$ cat config.mk
export PLATFORM = sky130hd
export DESIGN_NAME = dequantize_stream_flat
export DESIGN_NICKNAME = d
export VERILOG_FILES = /design/src/rtl/dequantize_stream_if.sv /design/src/rtl/dequantize_stream.sv /design/src/flat_wrapper.sv
export SDC_FILE = /design/constraint.sdc
export NUM_CORES = 1
export LEC_CHECK = 0
export CAP_MARGIN = 10
export CORE_MARGIN = 8
export CORE_UTILIZATION = 35
export CTS_BUF_LIST = sky130_fd_sc_hd__clkbuf_2
export DETAILED_ROUTE_END_ITERATION = 12
export GPL_TIMING_DRIVEN = 0
export PLACE_DENSITY = 0.71
export SLEW_MARGIN = 20
export SYNTH_ARGS = -nofsm -noshare
export SYNTH_HDL_FRONTEND = slang
export SYNTH_SLANG_ARGS = --single-unit
$ cat constraint.sdc
create_clock -name clock -period 1.8 [get_ports clock]
set_input_delay 0.27 -clock clock [delete_from_list [all_inputs] [get_ports clock]]
set_output_delay 0.27 -clock clock [all_outputs]
set_load 0.02 [all_outputs]
$ cat src/rtl/dequantize_stream_if.sv
// Valid/ready stream bundle for dequantize_stream: 8-bit lanes in, 32-bit lanes out.
interface dequantize_stream_if #(
  parameter int SIZE = 1
);
  logic [8*SIZE-1:0]  pixel_in;
  logic               in_valid;
  logic               in_ready;
  logic [32*SIZE-1:0] pixel_out;
  logic               out_valid;
  logic               out_ready;

  modport master (
    output pixel_in, in_valid, out_ready,
    input  in_ready, pixel_out, out_valid
  );

  modport slave (
    input  pixel_in, in_valid, out_ready,
    output in_ready, pixel_out, out_valid
  );
endinterface

$ cat src/rtl/dequantize_stream.sv
// Two-stage streaming dequantizer: per lane (q8 - ZERO_POINT) * 2^SHIFT, rounded on right shifts.
// Define DEQUANTIZE_SAT_EN to saturate left-shift overflow instead of wrapping to 32 bits.
module dequantize_stream #(
  parameter int SHIFT      = 0,
  parameter int SIZE       = 1,
  parameter int ZERO_POINT = 0
) (
  input  logic               clock,
  input  logic               reset,
  dequantize_stream_if.slave bus
);

  localparam int LSH = (SHIFT > 0) ? SHIFT : 0;
  localparam int RSH = (SHIFT < 0) ? -SHIFT : 0;
  // Half-LSB rounding bias; collapses to zero when there is no right shift.
  localparam logic signed [39:0] RND = (40'sd1 <<< RSH) >>> 1;
  localparam logic [7:0]         ZP8 = ZERO_POINT[7:0];
  localparam logic signed [9:0]  ZP  = {{2{ZP8[7]}}, ZP8};
`ifdef DEQUANTIZE_SAT_EN
  localparam logic signed [39:0] MAX32 = 40'sh00_7FFF_FFFF;
  localparam logic signed [39:0] MIN32 = -40'sh00_8000_0000;
`endif

  logic                     s1_valid;
  logic                     s2_valid;
  logic signed [9:0]        s1_data [SIZE];
  logic [32*SIZE-1:0]       s2_data;
  logic [32*SIZE-1:0]       scaled;
  logic                     in_ready_c;
  logic                     in_fire;
  logic                     s2_load;

  function automatic logic [31:0] scale(input logic signed [9:0] d);
    logic signed [39:0] w;
    w = $signed({{30{d[9]}}, d});
    w = ((w <<< LSH) + RND) >>> RSH;
`ifdef DEQUANTIZE_SAT_EN
    if (w > MAX32) return 32'h7FFF_FFFF;
    if (w < MIN32) return 32'h8000_0000;
`endif
    return w[31:0];
  endfunction

  always_comb begin
    scaled = '0;
    for (int unsigned i = 0; i < SIZE; i++) begin
      scaled[32*i +: 32] = scale(s1_data[i]);
    end
  end

  assign in_ready_c = !reset && (!s1_valid || !s2_valid || bus.out_ready);
  assign in_fire    = bus.in_valid && in_ready_c;
  assign s2_load    = s1_valid && (!s2_valid || bus.out_ready);

  always_ff @(posedge clock) begin
    if (reset) begin
      s1_valid <= 1'b0;
      s2_valid <= 1'b0;
      s2_data  <= '0;
      for (int unsigned i = 0; i < SIZE; i++) begin
        s1_data[i] <= '0;
      end
    end else begin
      if (in_fire) begin
        s1_valid <= 1'b1;
        for (int unsigned i = 0; i < SIZE; i++) begin
          s1_data[i] <= $signed({{2{bus.pixel_in[8*i+7]}}, bus.pixel_in[8*i +: 8]}) - ZP;
        end
      end else if (s2_load) begin
        s1_valid <= 1'b0;
      end

      if (s2_load) begin
        s2_valid <= 1'b1;
        s2_data  <= scaled;
      end else if (bus.out_ready) begin
        s2_valid <= 1'b0;
      end
    end
  end

  assign bus.in_ready  = in_ready_c;
  assign bus.out_valid = s2_valid;
  assign bus.pixel_out = s2_data;

endmodule
$ cat src/flat_wrapper.sv
// flat-port wrapper written by rule: the top's interface ports become plain ports
module dequantize_stream_flat 
#(
  parameter int SHIFT      = 0,
  parameter int SIZE       = 1,
  parameter int ZERO_POINT = 0
)
  (clock, reset, bus_pixel_in, bus_in_valid, bus_out_ready, bus_in_ready, bus_pixel_out, bus_out_valid);
  dequantize_stream_if #(.SIZE(SIZE)) bus_i ();
  input  logic clock;
  input  logic reset;
  input wire logic [$bits(bus_i.pixel_in)-1:0] bus_pixel_in;
  input wire logic [$bits(bus_i.in_valid)-1:0] bus_in_valid;
  input wire logic [$bits(bus_i.out_ready)-1:0] bus_out_ready;
  output wire logic [$bits(bus_i.in_ready)-1:0] bus_in_ready;
  output wire logic [$bits(bus_i.pixel_out)-1:0] bus_pixel_out;
  output wire logic [$bits(bus_i.out_valid)-1:0] bus_out_valid;
  assign bus_i.pixel_in = bus_pixel_in;
  assign bus_i.in_valid = bus_in_valid;
  assign bus_i.out_ready = bus_out_ready;
  assign bus_in_ready = bus_i.in_ready;
  assign bus_pixel_out = bus_i.pixel_out;
  assign bus_out_valid = bus_i.out_valid;
  dequantize_stream #(.SHIFT(SHIFT), .SIZE(SIZE), .ZERO_POINT(ZERO_POINT)) u_core (.clock(clock), .reset(reset), .bus(bus_i));
endmodule
## Word-level counts from Yosys, hierarchy flattened

Memory sizes are Yosys's and may differ from the RTL's. A register that Yosys moved wholly into a read port is not among the register bits.
Index checks and enable logic that the tools add are counted.
Widths: inputs -> output; s select.

| word-level totals | value |
|---|---|
| bits in registers | 2 |
| latch bits | 0 |
| RAM bits | 10 |
| memory bits (read-only) | 0 |
| input port bits | 12 |
| output and inout bits | 34 |
| word-level logic and storage cells | 26 |
| memories kept | 1 |

| operators by class | value |
|---|---|
| add/subtract/negate cells | 0 |
| multiply operators | 0 |
| divide/modulo/power cells | 0 |
| magnitude comparators | 0 |
| equality and inequality tests | 0 |
| shifts and indexed selects | 0 |
| mux-type cells | 11 |
| bitwise operators | 0 |
| reductions and logical operators | 12 |

Memory list:

| memory | depth | bits a word | rd ports | clocked after Yosys merged registers in | wr ports | RTL line | RTL |
|---|---|---|---|---|---|---|---|
| u_core.s1_data | 1 | 10 | 1 | 1 | 1 | dequantize_stream.sv:26 | `logic signed [9:0] s1_data [SIZE];` |

Operators with widths:

| cell | count |
|---|---|
| $mux 1 | 10 |
| $mux 10 | 1 |
| $reduce_or 10->1 | 1 |
| $reduce_bool 2->1 | 2 |
| $logic_and 1x1->1 | 3 |
| $logic_not 1->1 | 3 |
| $logic_or 1x1->1 | 3 |

## Longest topological paths before layout

Gate-level depths: netlist of run 1.

| depth | value |
|---|---|
| depth in word-level cells | 10 |
| gate-level depth with buffers | 4 |
| depth with buffers taken out | 3 |

## Least setup slack after synthesis of run 1

No wires, ideal clock.

| timing | value |
|---|---|
| path kind | reg2reg |
| start point | register u_core.s2_valid, in the netlist u_core.bus.out_valid |
| end point | memory u_core.s1_data[0][0], enable pin |
| setup time | 0.375 ns |
| arrival | 1.075 ns |
| setup slack | 0.351 ns |
| stages on the path, launching flop included | 3 |
| buffers on the path | 0 |
| cell sequence | dfxtp_1 and3b_2 o21bai_1 |

| between the ends | value |
|---|---|
| cells in the longest elaborated chain, start to end | 10 |

Ends and longest elaborated chain:

| what | RTL line | RTL |
|---|---|---|
| start, declared | dequantize_stream.sv:25 | `logic s2_valid;` |
| start signal, assigned | dequantize_stream.sv:58 | `s2_valid <= 1'b0;` |
| start signal, assigned | dequantize_stream.sv:74 | `s2_valid <= 1'b1;` |
| start signal, assigned | dequantize_stream.sv:77 | `s2_valid <= 1'b0;` |
| $logic_not 1->1 (*) | dequantize_stream.sv:51 | `assign in_ready_c = !reset && (!s1_valid \|\| !s2_valid \|\| bus.out_ready);` |
| $logic_or 1x1->1 (*) (2 in series) | dequantize_stream.sv:51 |  |
| $logic_and 1x1->1 (*) | dequantize_stream.sv:51 |  |
| $logic_and 1x1->1 (*) | dequantize_stream.sv:52 | `assign in_fire = bus.in_valid && in_ready_c;` |
| $mux 1 (*) | dequantize_stream.sv:64 | `if (in_fire) begin` |
| $mux 1 (*) | dequantize_stream.sv:56 | `if (reset) begin` |
| $mux 1 (implied by the code) (*) | dequantize_stream.sv:67 | `s1_data[i] <= $signed({{2{bus.pixel_in[8*i+7]}}, bus.pixel_in[8*i +: 8]}) - ZP;` |
| $reduce_or 10->1 (no line) | -- |  |
| $mux 1 (no line) (*) | -- |  |
| end, declared | dequantize_stream.sv:26 |  |

Mark *: on every way between the ends. The rest lies on a longest branch, timed or not.

## Final worst setup path of run 1

| timing | value |
|---|---|
| start point | input port bus_out_ready |
| end point | output port bus_in_ready |

| between the ends | value |
|---|---|
| cells in the longest elaborated chain, start to end | 2 |

Ends and longest elaborated chain:

| what | RTL line | RTL |
|---|---|---|
| start, declared | flat_wrapper.sv:14 | `input wire logic [$bits(bus_i.out_ready)-1:0] bus_out_ready;` |
| $logic_or 1x1->1 | dequantize_stream.sv:51 |  |
| $logic_and 1x1->1 | dequantize_stream.sv:51 |  |
| end, declared | flat_wrapper.sv:15 | `output wire logic [$bits(bus_i.in_ready)-1:0] bus_in_ready;` |

Every way passes these cells.

==> metrics.md, run 1 <==
| Metric | Value |
|---|---|
| Die width | `67.7 µm` |
| Worst Path Arrival | `1.45 ns` |
| # hold bufs at CTS | `0` |
| P&R area growth vs syn | `48.3%` |
| Share of power burned in registers | `56.0%` |
| Setup_tns | `0 ns` |
| H-tree depth | `1` |
| Switching pwr | `219 µW` |
| Total Routing Usage GR | `8.14%` |
| Power Density | `591 mW/mm²` |
| Met3 Usage GRT | `3.81%` |
| Max Clock Skew | `0.00295 ns` |
| Root buf cell | `clkbuf_2` |
| Initial core utilization | `37.5%` |
| Met2 GRT Util | `12.5%` |
| Final Hold Fails | `0` |
| Pre-antenna DRT Iters | `2` |
| Number of buffers created by CTS | `3` |
| Final core utilization | `55.6%` |
| DR vias | `680` |
| Worst Path Class, Setup | `in -> out` |
| Port buffer count | `45` |
| Max Slew Vio Count | `0` |
| CP endpoint kind | `primary output` |
| GRT busiest layer | `met2` |
| Nets | `150` |
| Synth Net Count | `100` |
| Post-synth cell types | `14` |
| Final min period | `1.72 ns` |
| Clk pin slew, worst setup/hold paths | `0.17 ns` |
| Worst skew pair latency | `0.30 ns` |
| Power share of the combinational group | `23.0%` |
| Wire per inst | `11.6 µm` |
| Reg-to-reg setup timing slack | `0.30 ns` |
| Clock sink total | `18` |
| Drt via density | `4.07` |
| CTS tree | `yes` |
| Largest net degree at the start of global routing | `27` |
| Clock power share | `21.0%` |
| Class of the worst hold path | `reg -> reg` |
| Longest Clk Path Bufs | `2` |
| Post-DP HPWL | `1560 µm` |
| Netlist Area Pre-Place | `937 µm²` |
| Yosys reg bits | `18` |
| Design area | `0.00139 mm²` |
| Mapped Cells | `88` |
| Post-DP Area | `0.00143 mm²` |
| Aggregate routed wire length | `1940 µm` |
| RSZ-0062 raised after global routing | `false` |
| Critical path startpoint category | `input port` |
| Worst slew pin tran | `0.689 ns` |
| Int Pwr | `603 µW` |
| Max Freq | `581 MHz` |
| RePlAce Congestion | `0.728` |
| Grt total ovfl | `0` |
| Io pins | `46` |
| Sequential area share after synthesis | `47.0%` |
| Max Cap Viol | `0` |
| Final Cycle Share | `95.6%` |
| Core area | `0.00250 mm²` |
| Final ANT Viol Nets | `0` |
| Antenna violations before repair | `0` |
| Layout cell share with drive strength beyond 1 | `41.6%` |
| Sw Share | `26.6%` |
| Relative slew slack | `54.0%` |
| First-pass GRT wire length | `2910 µm` |
| Syn avg cell area | `10.6 µm²` |
| FILL cells | `228` |
| Setup violators final | `0` |
| Status | `complete, no violations` |
| Leakage | `0.000645 µW` |
| Die area | `0.00459 mm²` |
| Iter 0 DRT Violations | `18` |
| Vias in the first global route | `617` |
| Crit path max fanout | `4` |
| Final hold slack | `0.485 ns` |
| Met1 global-route usage | `9.32%` |
| Std-Cell Rows | `18` |
| Yosys warning count | `0` |
| DRC violations left | `0` |
| Peak supply drop | `454 µV` |
| Antenna diodes | `0` |
| Die height | `67.7 µm` |
| Critical path required time | `1.53 ns` |
## layout by cell type, fill, tap and decap left out
master           count
clkbuf_1             1
inv_1                1
o21bai_1             1
nand2b_1            16
dfxtp_1              9
buf_4               50
clkdlybuf4s50_1     20
edfxtp_1             8
nor2b_1              1
dfxtp_4              1
mux2i_1              8
clkbuf_2             3
nor2_1               5
nor3_4               1
dlygate4sd2_1        1
and3b_2              1
clkinv_1             1
and2_1               8
nor2b_2              1
## per-layer routing
layer	wire length, µm	vias to the layer above	share of wire (%)
li1	-	353	-
met1	788	287	41
met2	807	38	42
met3	325	2	17
met4	21	0	1.1
met5	0	-	0
## Yosys cell counts, drive strengths merged
cell type | count | area share [%]
buf | 25 | 20
nand2b | 16 | 11
dfxtp | 10 | 21
and2 | 8 | 5.3
edfxtp | 8 | 26
mux2i | 8 | 8.5
nor2 | 5 | 2.0
clkbuf | 2 | 0.80
nor2b | 2 | 1.6
and3b | 1 | 1.1
inv | 1 | 0.40
nor3 | 1 | 1.7
o21bai | 1 | 0.80
## sequential cells by signal (all words and copies together) (netlist names)
register and cells:
u_core.s1_data 8, u_core.s1_valid 1, u_core.bus.out_valid 1, u_core.bus.pixel_out 8
## power by group through the flow
stage          Clock (µW)  Sequential, µW  Combinational (µW)
2_1_floorplan           0             479                98.6
3_3_place_gp            0             471                 196
3_5_place_dp            0             473                 199
4_1_cts               177             463                 189
5_1_grt               198             463                 204
6_report              173             460                 189
## final timing paths
| kind | startpoint | end | cells after the start |
|---|---|---|---|
| setup / recovery | bus_out_ready | bus_in_ready | 4 |
| hold / removal | u_core.bus.pixel_out[5] | u_core.bus.pixel_out[5] | 2 |
| setup reg to reg | u_core.bus.out_valid | u_core.s1_data[0][0] | 2 |
| hold reg to reg | u_core.bus.pixel_out[5] | u_core.bus.pixel_out[5] | 2 |
## logic make-up after synthesis
kind of cell           after synthesis  synth area share [%]
AO/OA/AOI/OAI                        1                 0.801
buffers and inverters               28                  21.2
flip-flops                          18                  47.0
multiplexers                         8                  8.55
AND/OR/NAND/NOR                     33                  22.4
## critical path, stage by stage
cell and delay [ns]:
clkdlybuf4s50_1 0.50, and3b_2 0.26, nor2_1 0.08, dlygate4sd2_1 0.34
## what timing repair did
item                                    4_1_cts  5_1_grt
resized for setup                            27        0
endpoints found under the setup margin       26        1
setup buffers                                 0        1
## through the flow
stage                     power, µW  worst slack, ns  cells
after floorplan                 578            0.351     88
after global placement          667           -0.242    163
after detailed placement        671           -0.269    163
after CTS                       828           0.0322    166
after global routing            865           0.0168    167
final                           822           0.0789    167
## layout make-up
| type | instances | area (µm²) | area share [%] |
|---|---|---|---|
| Tap cell | 30 | 37.5 | 2.70 |
| Clock inverter | 1 | 3.75 | 0.270 |
| Buffer | 26 | 191 | 13.8 |
| Timing Repair Buffer | 46 | 397 | 28.5 |
| Inverter | 1 | 3.75 | 0.270 |
| Sequential cell | 18 | 444 | 32.0 |
| Multi-Input combinational cell | 42 | 298 | 21.4 |
| Clock buffer | 3 | 15.0 | 1.08 |
Power figures use the tool's default switching activity.
==> run 2, diff against run 1 <==
--- a/config.mk
+++ b/config.mk
@@ -9,6 +9,7 @@
 export CORE_MARGIN = 8
 export CORE_UTILIZATION = 35
 export CTS_BUF_LIST = sky130_fd_sc_hd__clkbuf_2
+export CTS_CLUSTER_DIAMETER = 200
 export DETAILED_ROUTE_END_ITERATION = 12
 export GPL_TIMING_DRIVEN = 0
 export PLACE_DENSITY = 0.71
==> results of run 2 <==
Same layout as run 1: the final DEF is identical, and so are final timing and power.
==> run 3, diff against run 2 <==
--- a/config.mk
+++ b/config.mk
@@ -6,13 +6,13 @@
 export NUM_CORES = 1
 export LEC_CHECK = 0
 export CAP_MARGIN = 10
-export CORE_MARGIN = 8
-export CORE_UTILIZATION = 35
+export CORE_MARGIN = 1
+export CORE_UTILIZATION = 41
 export CTS_BUF_LIST = sky130_fd_sc_hd__clkbuf_2
 export CTS_CLUSTER_DIAMETER = 200
 export DETAILED_ROUTE_END_ITERATION = 12
 export GPL_TIMING_DRIVEN = 0
-export PLACE_DENSITY = 0.71
+export PLACE_DENSITY = 0.81
 export SLEW_MARGIN = 20
 export SYNTH_ARGS = -nofsm -noshare
 export SYNTH_HDL_FRONTEND = slang
==> run 3 against run 2 <==
  * Via count grew 1.9%
  * Maximum frequency shrank 1.2%
  * Power grew 0.78%
  * Register-to-register slack is essentially flat
  * Hold slack lost 0.00050 ns
==> metrics.md, run 3 (same netlist as run 1, synthesis figures left out) <==
| Metric | Value |
|---|---|
| Status | `complete, no violations` |
| RSZ-0062 raised after global routing | `false` |
| Clk pin slew, worst setup/hold paths | `0.17 ns (about the same)` |
| Wire per inst | `10.3 µm (-12%)` |
| Iter 0 DRT Violations | `2 (-16)` |
| Die height | `49.8 µm (-26%)` |
| Worst skew pair latency | `0.30 ns (about the same)` |
| Most common library cell in the layout ignoring fill and taps | `buf_4` |
| Post-DP HPWL | `1320 µm (-15%)` |
| Sw Share | `25.8% (-0.86 points)` |
| Max Clock Skew | `0.0138 ns (+0.0109 ns)` |
| Die area | `0.00248 mm² (-46%)` |
| DRC violations left | `0 (unchanged)` |
| Max Freq | `574 MHz (-1.2%)` |
| Max Slew Vio Count | `0 (unchanged)` |
| Number of buffers created by CTS | `3 (unchanged)` |
| DR vias | `693 (+1.9%)` |
| RePlAce Congestion | `0.749 (+2.9%)` |
| Final min period | `1.74 ns (+0.0210 ns)` |
| Clock sink total | `18 (unchanged)` |
| Std-Cell Rows | `16 (-2)` |
| Total Routing Usage GR | `14.9% (+6.7 points)` |
| Worst slew pin tran | `0.671 ns (-0.0180 ns)` |
| Nets | `152 (+1.3%)` |
| Commonest non-fill, non-tap cells in the layout | `buf_4, clkdlybuf4s50_1, nand2b_1` |
| CP startpoint | `bus_out_ready` |
| Initial core utilization | `45.4% (+8.0 points)` |
| Worst R2R Start | `u_core.s1_valid` |
| CTS tree | `yes` |
| Root buf cell | `clkbuf_2` |
| Setup violators final | `0 (unchanged)` |
| Final Hold Fails | `0 (unchanged)` |
| Power share of the combinational group | `23.1% (about the same)` |
| Final hold slack | `0.485 ns (-0.000501 ns)` |
| Crit path max fanout | `4 (unchanged)` |
| Class of the worst hold path | `reg -> reg` |
| Drt via density | `4.17 (+2.5%)` |
| Final ANT Viol Nets | `0 (unchanged)` |
| Power Density | `560 mW/mm² (-5.3%)` |
| Worst Path Arrival | `1.47 ns (+0.02 ns)` |
| Die width | `49.8 µm (-26%)` |
| Io pins | `46 (unchanged)` |
| Relative slew slack | `55.2% (+1.2 points)` |
| Peak supply drop | `529 µV (+17%)` |
| Port buffer count | `45 (unchanged)` |
| Int Pwr | `615 µW (+2.0%)` |
| Clock power share | `21.6% (+0.6 points)` |
| Pre-antenna DRT Iters | `4 (+2)` |
| Antenna diodes | `0 (unchanged)` |
| Grt total ovfl | `0 (unchanged)` |
| Final setup margin | `0.0579 ns (-0.0210 ns)` |
| Worst Path Class, Setup | `in -> out` |
| Longest Clk Path Bufs | `2 (unchanged)` |
| Switching pwr | `214 µW (-2.5%)` |
| P&R area growth vs syn | `57.8%` |
| H-tree depth | `1 (unchanged)` |
| CP endpoint kind | `primary output` |
| Vias in the first global route | `642 (+4.1%)` |
| Largest net degree at the start of global routing | `14 (-48%)` |
| Aggregate routed wire length | `1710 µm (-12%)` |
| Leakage | `0.000894 µW (+39%)` |
| Critical path startpoint category | `input port` |
| Layout cell share with drive strength beyond 1 | `26.6% (-15 points)` |
| Antenna violations before repair | `0 (unchanged)` |
| Final Cycle Share | `96.8% (+1.2 points)` |
| Core area | `0.00206 mm² (-18%)` |
| Max Cap Viol | `0 (unchanged)` |
| # hold bufs at CTS | `0 (unchanged)` |
| Critical path required time | `1.53 ns (about the same)` |
| First-pass GRT wire length | `2820 µm (-3.3%)` |
| Hold path start | `u_core.bus.pixel_out[5]` |
| Share of power burned in registers | `55.3% (-0.7 points)` |
| Post-placement setup slack | `-0.262 ns (+0.00644 ns)` |
-- run 3: cell count changes in the layout (fill, tap and decap cells not counted), sizes merged --
| cell | before | now |
|---|---|---|
| buf | 50 | 29 |
| dlymetal6s2s | 0 | 13 |
| dlygate4sd2 | 1 | 12 |
| clkbuf | 4 | 5 |
| clkdlybuf4s50 | 20 | 19 |
| clkinv | 1 | 0 |
-- run 3: final timing paths --
path	slack (ns)	to	cells after the start
worst max-delay path	0.06	bus_in_ready	4
worst min-delay path	0.48	u_core.bus.pixel_out[5]	2
worst max register to register	0.31	u_core.s1_data[0][1]	2
worst min register to register	0.48	u_core.bus.pixel_out[5]	2
-- run 3: final cells by class --
type	instances	area, µm²
tap	27	33.8
inverter	1	3.75
buffer	26	191
fill	161	583
multi-input combinational	42	298
sequential	18	444
clock buffer	4	20.0
timing repair buffer	48	488
-- run 3: timing repair --
| item | 4_1_cts | 5_1_grt |
|---|---|---|
| resized for setup | 15 | 13 |
| buffers inserted | 3 | 0 |
| setup endpoints to repair | 26 | 13 |
| pin swaps | 0 | 0 |
-- run 3: worst max-delay path: stages --
cell             delay, ns
clkdlybuf4s50_1       0.49
and3b_2               0.26
nor2_1                0.11
dlygate4sd2_1         0.35
-- run 3: layer usage --
layer  wire length [µm]  global-route usage (%)
met1                705                    14.4
met4                 14                    4.76
met5                  0                       0
met3                155                    5.86
met2                830                    28.2
-- run 3: power by group through the flow --
stage          Combinational [µW]  Sequential [µW]  Clock (µW)
3_3_place_gp                  192              471           0
6_report                      191              458         179
3_5_place_dp                  197              473           0
5_1_grt                       206              461         198
2_1_floorplan                98.6              479           0
4_1_cts                       196              458         180
-- run 3: per-stage QoR --
stage | setup TNS, ns | instance area, µm² | instances | utilization [%] | power [µW]
2_1_floorplan | 0 | 937 | 88 | - | 578
3_3_place_gp | -2.08 | 1420 | 160 | 68.9 | 663
3_5_place_dp | -4.33 | 1420 | 160 | 68.9 | 670
4_1_cts | 0 | 1450 | 166 | 70.1 | 835
5_1_grt | 0 | 1480 | 166 | 71.7 | 865
6_report | 0 | 1480 | 166 | 71.7 | 828
